$ cat src/rtl/hc04_self_test_ctrl_pkg.sv
// Shared definitions for the inverter-array self-test sequencer: FSM encodings
// and the generator for the fixed test-vector set.
package hc04_self_test_ctrl_pkg;

   typedef enum logic [1:0] {
      ST_IDLE   = 2'd0,
      ST_SETTLE = 2'd1,
      ST_CHECK  = 2'd2,
      ST_DONE   = 2'd3
   } state_e;

   // Vector k of the 2n+2 set: all-0, all-1, one-hot walk, one-cold walk.
   // Returned 32 bits wide; callers truncate to their gate count (n < 32).
   function automatic logic [31:0] vec_of(input int unsigned k, input int unsigned n);
      logic [31:0] all_ones;
      logic [31:0] v;
      all_ones = (32'd1 << n) - 32'd1;
      if (k == 0) begin
         v = '0;
      end else if (k == 1) begin
         v = all_ones;
      end else if (k < n + 2) begin
         v = 32'd1 << (k - 2);
      end else begin
         v = all_ones & ~(32'd1 << (k - n - 2));
      end
      return v;
   endfunction

endpackage

$ cat src/rtl/hc04_self_test_ctrl_bit_sync2.sv
// Multi-bit two-flop synchronizer for the asynchronous inverter outputs.
// Bits are synchronized independently; the sequencer only samples them after settling.
module bit_sync2 #(
   parameter int W = 6
) (
   input  logic         clk,
   input  logic         rst,
   input  logic [W-1:0] d,
   output logic [W-1:0] q
);

   logic [W-1:0] meta_q, meta_d;
   logic [W-1:0] sync_q, sync_d;

   always_comb begin
      meta_d = d;
      sync_d = meta_q;
   end

   always_ff @(posedge clk or posedge rst) begin
      if (rst) begin
         meta_q <= '0;
         sync_q <= '0;
      end else begin
         meta_q <= meta_d;
         sync_q <= sync_d;
      end
   end

   assign q = sync_q;

endmodule

$ cat src/rtl/hc04_self_test_ctrl.sv
// Self-test sequencer for an N-gate inverter array: walks the vector set, waits a
// settle interval per vector, and accumulates a sticky per-gate fail mask.
module hc04_self_test_ctrl
   import hc04_self_test_ctrl_pkg::*;
#(
   parameter int N_GATES    = 6,
   parameter int SETTLE_CYC = 4,
   parameter int IDX_W      = 4
) (
   input  logic               clk,
   input  logic               rst,
   input  logic               start,
   input  logic [N_GATES-1:0] y_obs,
   output logic [N_GATES-1:0] a_drv,
   output logic               busy,
   output logic               done,
   output logic               pass,
   output logic [N_GATES-1:0] fail_mask,
   output logic [IDX_W-1:0]   vec_idx
);

   localparam int K     = 2 * N_GATES + 2;
   localparam int CNT_W = $clog2(SETTLE_CYC);
   localparam logic [CNT_W-1:0] CNT_RELOAD = CNT_W'(SETTLE_CYC - 1);
   localparam logic [IDX_W-1:0] IDX_LAST   = IDX_W'(K - 1);

   // Handshake: start is a level request sampled only in IDLE; once accepted, busy is
   // high until the DONE cycle, where done pulses for exactly one cycle and busy is low.
   // start seen while busy is ignored; start still high in DONE launches a new run
   // on the edge after returning to IDLE.

   state_e               state_q, state_d;
   logic [CNT_W-1:0]     cnt_q, cnt_d;
   logic [IDX_W-1:0]     vec_idx_q, vec_idx_d;
   logic [N_GATES-1:0]   a_drv_q, a_drv_d;
   logic [N_GATES-1:0]   fail_mask_q, fail_mask_d;
   logic                 pass_q, pass_d;
   logic [N_GATES-1:0]   y_sync;
   logic [N_GATES-1:0]   first_vec;
   logic [N_GATES-1:0]   next_vec;
   logic                 last_vec;

   bit_sync2 #(.W(N_GATES)) u_sync (
      .clk (clk),
      .rst (rst),
      .d   (y_obs),
      .q   (y_sync)
   );

   assign first_vec = N_GATES'(vec_of(32'd0, N_GATES));
   assign next_vec  = N_GATES'(vec_of(32'(vec_idx_q) + 32'd1, N_GATES));
   assign last_vec  = (vec_idx_q == IDX_LAST);

   always_ff @(posedge clk or posedge rst) begin
      if (rst) begin
         state_q     <= ST_IDLE;
         cnt_q       <= '0;
         vec_idx_q   <= '0;
         a_drv_q     <= '0;
         fail_mask_q <= '0;
         pass_q      <= 1'b0;
      end else begin
         state_q     <= state_d;
         cnt_q       <= cnt_d;
         vec_idx_q   <= vec_idx_d;
         a_drv_q     <= a_drv_d;
         fail_mask_q <= fail_mask_d;
         pass_q      <= pass_d;
      end
   end

   always_comb begin
      state_d = state_q;
      case (state_q)
         ST_IDLE:   if (start) state_d = ST_SETTLE;
         ST_SETTLE: if (cnt_q == '0) state_d = ST_CHECK;
         ST_CHECK:  state_d = last_vec ? ST_DONE : ST_SETTLE;
         ST_DONE:   state_d = ST_IDLE;
         default:   state_d = ST_IDLE;
      endcase
   end

   always_comb begin
      cnt_d       = cnt_q;
      vec_idx_d   = vec_idx_q;
      a_drv_d     = a_drv_q;
      fail_mask_d = fail_mask_q;
      pass_d      = pass_q;
      case (state_q)
         ST_IDLE: begin
            if (start) begin
               fail_mask_d = '0;
               pass_d      = 1'b0;
               vec_idx_d   = '0;
               a_drv_d     = first_vec;
               cnt_d       = CNT_RELOAD;
            end
         end
         ST_SETTLE: begin
            if (cnt_q != '0) cnt_d = cnt_q - 1'b1;
         end
         ST_CHECK: begin
            // A healthy gate reads back the inverse of what is driven.
            fail_mask_d = fail_mask_q | (y_sync ^ ~a_drv_q);
            if (!last_vec) begin
               vec_idx_d = vec_idx_q + 1'b1;
               a_drv_d   = next_vec;
               cnt_d     = CNT_RELOAD;
            end
         end
         ST_DONE: begin
            pass_d = (fail_mask_q == '0);
         end
         default: ;
      endcase
   end

   always_comb begin
      busy = 1'b0;
      done = 1'b0;
      case (state_q)
         ST_SETTLE, ST_CHECK: busy = 1'b1;
         ST_DONE:             done = 1'b1;
         default:             ;
      endcase
   end

   assign a_drv     = a_drv_q;
   assign pass      = pass_q;
   assign fail_mask = fail_mask_q;
   assign vec_idx   = vec_idx_q;

endmodule

$ cat config.mk
export PLATFORM = sky130hd
export DESIGN_NAME = hc04_self_test_ctrl
export DESIGN_NICKNAME = d
export VERILOG_FILES = /design/src/rtl/hc04_self_test_ctrl_pkg.sv /design/src/rtl/hc04_self_test_ctrl_bit_sync2.sv /design/src/rtl/hc04_self_test_ctrl.sv
export SDC_FILE = /design/constraint.sdc
export NUM_CORES = 1
export LEC_CHECK = 0
export BUFFER_PORTS_ARGS = -buffer_cell sky130_fd_sc_hd__buf_2
export CORE_ASPECT_RATIO = 0.6
export CORE_MARGIN = 2
export CORE_UTILIZATION = 56
export CTS_BUF_LIST = sky130_fd_sc_hd__clkbuf_16
export CTS_CLUSTER_DIAMETER = 30
export DETAILED_ROUTE_END_ITERATION = 10
export PLACE_DENSITY = 0.79
export RECOVER_POWER = 50
export SETUP_SLACK_MARGIN = 0.15
export SYNTH_ARGS = -nofsm -noshare
export SYNTH_HDL_FRONTEND = slang
export SYNTH_SLANG_ARGS = --single-unit
export TNS_END_PERCENT = 5
$ cat constraint.sdc
create_clock -name clk -period 2.93 [get_ports clk]
set_clock_uncertainty 0.05 [all_clocks]
set_input_delay 0.293 -clock clk [delete_from_list [all_inputs] [get_ports clk]]
set_output_delay 0.293 -clock clk [all_outputs]
set_load 0.005 [all_outputs]
---- Yosys cells after proc, flatten, opt, wreduce, memory -nomap -nowiden ----
Cells that the tools add are included.
storage, ports and cells
  bits in registers ....................... 33
  bits of input ports ..................... 9
operators by class
  magnitude comparators ................... 1
  muxes and demuxes ....................... 22
  $add $sub $neg .......................... 6
  equality and inequality tests ........... 9
  shifts and indexed selects .............. 2
  reduce and logical (&&, ||, !) cells .... 14
  bitwise logic cells ..................... 4
operators with widths
  cell                    count
  $shl A1 B32 Y6 const A  2
  $logic_not A32 Y1       1
  $mux W6                 5
  $pmux W6 S2             2
  $mux W2                 6
  $not A6 Y6              2
  $mux W4                 2
  $ne A2 B2 Y1 const B    4
  $pmux W2 S4             1
  $pmux W4 S2             1
  $sub A6 B3 Y7 const B   1
  $logic_not A6 Y1        1
  $or A6 B6 Y6            1
  $pmux W2 S3             1
  $reduce_and A2 Y1       3
  $reduce_bool A2 Y1      3
  $sub A5 B2 Y6 const B   1
  $sub A5 B3 Y6 const B   1
  $xor A6 B6 Y6           1
  $add A4 B1 Y5 const B   1
  $eq A5 B1 Y1 const B    1
  $lt A5 B4 Y1 const B    1
  $add A4 B1 Y4 const B   1
  $eq A2 B2 Y1 const B    2
  other kinds (10)        13

---- Logic depth before layout (Yosys ltp) ----
  depth after elaboration ................. 10
  gate-level depth with buffers ........... 10

---- Cells and area by module ----
A second synthesis with hierarchy kept.
second synthesis, totals
  cell total of the unflattened synthesis .. 191
  area, all modules ....................... 1,804.2 µm²
modules (own cells, without submodules)
  module               area an instance (µm²)  sequential area each (µm²)  instances  cells each
  hc04_self_test_ctrl  1,500.2                 525.5                       1          178
  bit_sync2            304.0                   300.3                       1          13

---- Worst setup path before layout ----
No wires, ideal clock.
  path kind ............................... register to register
  from .................................... reg vec_idx_q[1], in the netlist vec_idx[1]
  to ...................................... reg a_drv_q[2], in the netlist a_drv[2]
  slack ................................... 553 ps
  library setup time ...................... 132 ps
  cell stages (with the launch flop) ...... 10
  data required time ...................... 2,748 ps
  arrival ................................. 2,194 ps
  buffers on the path ..................... 1
  path through ............................ dfrtp_1 > ha_1 > buf_2 > xnor2_1 > inv_1 > ha_1 > nor2_1 > mux2_2 > nor4_1 > o211ai_1
on the way
  cells in the longest elaborated chain, start to end .. 10
  elaborated cells on any way between the ends .. 18
  classes of those cells .................. add/sub: 4; order compare: 1; eq/ne: 3; shift: 2; mux: 5; bitwise: 1; reduce/logical: 2
ends and longest elaborated chain
  what                    line                           text
  start, declared         hc04_self_test_ctrl.sv:34      logic [IDX_W-1:0] vec_idx_q, vec_idx_d;
  start signal, assigned  hc04_self_test_ctrl.sv:65      vec_idx_q <= vec_idx_d;
  $add A4 B1 Y5           hc04_self_test_ctrl.sv:51      assign next_vec = N_GATES'(vec_of(32'(vec_idx_q) + 32'd1, N_GATES));
  $sub A5 B3 Y6           hc04_self_test_ctrl_pkg.sv:25  v = all_ones & ~(32'd1 << (k - n - 2));
  $sub A6 B3 Y7           hc04_self_test_ctrl_pkg.sv:25
  $shl A1 B32 Y6          hc04_self_test_ctrl_pkg.sv:25
  $not A6 Y6              hc04_self_test_ctrl_pkg.sv:25
  $mux W6                 hc04_self_test_ctrl_pkg.sv:22  end else if (k < n + 2) begin
  $mux W6                 hc04_self_test_ctrl_pkg.sv:20  end else if (k == 1) begin
  $mux W6                 hc04_self_test_ctrl_pkg.sv:18  if (k == 0) begin
  $mux W6                 hc04_self_test_ctrl.sv:105     if (!last_vec) begin
  $pmux W6 S2             hc04_self_test_ctrl.sv:89      case (state_q)
  end signal, assigned    hc04_self_test_ctrl.sv:66      a_drv_q <= a_drv_d;
  end, declared           hc04_self_test_ctrl.sv:35      logic [N_GATES-1:0] a_drv_q, a_drv_d;
Several ways; a longest one is shown, not always the timed one. The select of a mux whose other input is x is not followed.
A chain may end at the register's enable or synchronous reset.

---- Worst setup path in the final report ----
  from .................................... reg vec_idx_q[0], in the netlist vec_idx[0]
  to ...................................... reg a_drv_q[2], in the netlist a_drv[2]
The elaborated chain is that of the path after synthesis.

==> flow_metrics.py <==
metrics = {
    "drt": {
        "vias": 1509,
        "drt-pass1-iter-count": 4,
        "drcViolationCount": 0,
        "wl_per_cell_um": 15.6,
        "postRouteAntennaNets": 0,
        "drt_iter0_markers": 137,
        "viasPerCell": 5.74,
        "totalWireLength_um": 4090,
    },
    "logic_synthesis": {
        "syn_inst": 188,
        "ys_types": 49,
        "synth_seq_cells": 33,
        "yosys.area.top_type_share": 0.451,
        "netlist_area_mm2": 0.00183,
        "synth-seq-area-share": 0.451,
        "synth_top_area_cell": "dfrtp_1",
        "yosys-top-cells-area": "dfrtp_1 (45%), ha_1 (8.9%), a21oi_1 (5.7%)",
        "synth_fp_nets": 210,
        "ys.warnings.count": 0,
        "avgSynthCellArea_um2": 9.74,
    },
    "clock_network": {
        "cts_buffer_depth": 2,
        "cts_sinks": 33,
        "root_buffer": "clkbuf_16",
        "cts_buffers": 5,
        "clk_latency_ps": 280,
        "post_cts_buffers": 0,
        "cts.clk_slew.worst_paths_ps": 50,
        "cts_tree": "done",
        "post_cts_resized": 0,
        "cts-hold-fix-buffers": 0,
        "cts_max_level": 2,
    },
    "power_and_ir_drop": {
        "p_leak_nw": 1.00,
        "power_mw": 2.25,
        "irDropWorstVdd_mv": 0.490,
        "power.density_mw_per_mm2": 1050,
    },
    "finish": {
        "fill_cells": 246,
        "final_layout_size_suffix_gt1_frac": 0.225,
        "layout_common_cells": "dfrtp_1 (32), buf_2 (27), a21oi_1 (21)",
        "antenna_cells": 0,
        "area_growth_pct": 16.7,
        "layout_commonest_cell": "dfrtp_1",
        "nets": 239,
    },
    "floorplan": {
        "start_util": 0.575,
        "fp.dieW_um": 77.8,
        "dieHeight_um": 48.3,
        "core-area_mm2": 0.00318,
        "die-area_mm2": 0.00376,
        "rows": 16,
        "io_pins": 28,
    },
    "grt": {
        "overflow": 0,
        "grt_max_degree": 34,
        "grt_usage": 0.235,
        "grt_pass1_wl_um": 6620,
        "first_global_vias": 1373,
        "antenna_found_initial": 0,
    },
    "sta": {
        "worst_pin_slew_ps": 1670,
        "period_share": 0.896,
        "slew_viol_final": 34,
        "fmax_mhz": 381,
        "rsz0062_at_grt": "no",
        "period_minus_slack_ps": 2620,
        "setup_slack_ps": 306,
        "setup_violations": 0,
        "tns_ps": 0,
        "slew_headroom": -0.116,
        "hold_viol": 0,
    },
    "worst_setup_path": {
        "r2r-end": "a_drv[2]",
        "crit_type": "reg2reg",
        "timing.rr.start": "vec_idx[0]",
        "start_kind": "register",
        "cp-end-kind": "register",
        "startpoint": "vec_idx[0]",
        "cp.required_ps": 3030,
        "r2r_cells": 7,
        "worstPathArrival_ps": 2720,
        "crit_fanout": 12,
        "reg2reg_slack_ps": 310,
    },
    "run_status": {
        "run_status": "finished, violations left",
        "failed_checks": "capacitance limit, slew limit",
    },
    "place": {
        "gp_congestion": 0.925,
        "io_buffers": 27,
        "dpl_worst_slack_ps": 294,
        "dp_hpwl_um": 2890,
    },
    "hold_path": {
        "holdCritStartpoint": "y_obs[0]",
        "worstHoldEndpoint": "u_sync.meta_q[0]",
        "hold_depth": 1,
        "hp-class": "in2reg",
    },
    "run": {
        "maxCapViolCount": 1,
    },
}
## cell type report
cell class | count | area [um2] | area share
clock buffer | 5 | 125 | 0.0585
timing repair buffer | 30 | 154 | 0.0720
tap | 45 | 56.3 | 0.0263
sequential | 33 | 827 | 0.387
multi-input combinational | 136 | 921 | 0.431
clock inverter | 3 | 12.5 | 0.00585
inverter | 11 | 41.3 | 0.0193
## cell families (layout without fill, tap and decap cells)
kind of cell             after synthesis  after routing  share of synthesized area
AO/OA/AOI/OAI                         51             51                      0.177
buffers and inverters                 19             49                     0.0472
multiplexers                           2              2                     0.0137
flip-flops                            33             33                      0.451
XOR/XNOR                               8              8                     0.0383
AND/OR/NAND/NOR                       62             62                      0.184
adder cells (fa/ha/maj)               13             13                     0.0889
## power breakdown
group          leakage (nW)  switching, mW  internal, mW
Sequential            0.404          0.150         0.578
Combinational         0.530          0.591         0.438
Clock                0.0687          0.186         0.307
## critical path, cell delays in order, from the launching register on
cell	delay (ps)
dfrtp_1	620
inv_1	240
ha_1	430
ha_1	350
nor2_1	160
mux2_2	340
nor4_1	180
o211ai_1	120
## per-stage QoR
step / hold slack, ps / cell area (um2) / utilization / cells
2_1_floorplan: 274 / 1830 / - / 188
3_3_place_gp: 281 / 2000 / 0.628 / 255
3_5_place_dp: 288 / 2000 / 0.628 / 255
4_1_cts: 49.5 / 2140 / 0.671 / 263
5_1_grt: 64.3 / 2140 / 0.671 / 263
6_report: 68.4 / 2140 / 0.671 / 263
## worst max-delay path by stage
stage,endpoint,slack [ps]
after floorplan,a_drv[2],550
after global placement,a_drv[2],440
after detailed placement,a_drv[2],290
after CTS,a_drv[2],260
after global routing,a_drv[2],140
final,a_drv[2],310
## synth_stat cells, drive strengths merged
| cell type | n |
|---|---|
| a32oi | 1 |
| nor3 | 4 |
| mux2 | 1 |
| and2b | 1 |
| and3 | 1 |
| a21boi | 2 |
| inv | 11 |
| nor2 | 14 |
| nand4 | 2 |
| o32a | 1 |
| or4b | 1 |
| and2 | 3 |
| nor2b | 3 |
| nand2b | 5 |
| nand2 | 19 |
| a211oi | 1 |
| o21bai | 1 |
| o31ai | 2 |
| a31oi | 4 |
| or3 | 1 |
| or3b | 1 |
| nand3 | 2 |
| ha | 13 |
| o2111ai | 1 |
| a41o | 1 |
| xnor2 | 7 |
| o21ai | 7 |
| a311oi | 1 |
| xor2 | 1 |
| nor3b | 2 |
| clkbuf | 1 |
| a21oi | 21 |
| mux2i | 1 |
| a22o | 1 |
| buf | 7 |
| or4 | 1 |
| dfrtp | 33 |
| o32ai | 1 |
| nor4 | 2 |
| o211ai | 4 |
| a22oi | 2 |
## per-layer routing
metal	part of all wire	GRT usage
met1	0.46	0.314
met2	0.46	0.383
met3	0.077	0.0778
met4	0.0061	0.0571
met5	0	0
## flip-flops by register name, summed over array words and instances, names as in the netlist
signal         count
cnt_q              2
a_drv              6
fail_mask          6
u_sync.q           6
vec_idx            4
state_q            2
u_sync.meta_q      6
pass               1
No activity file was read; power rests on OpenSTA's default activity.
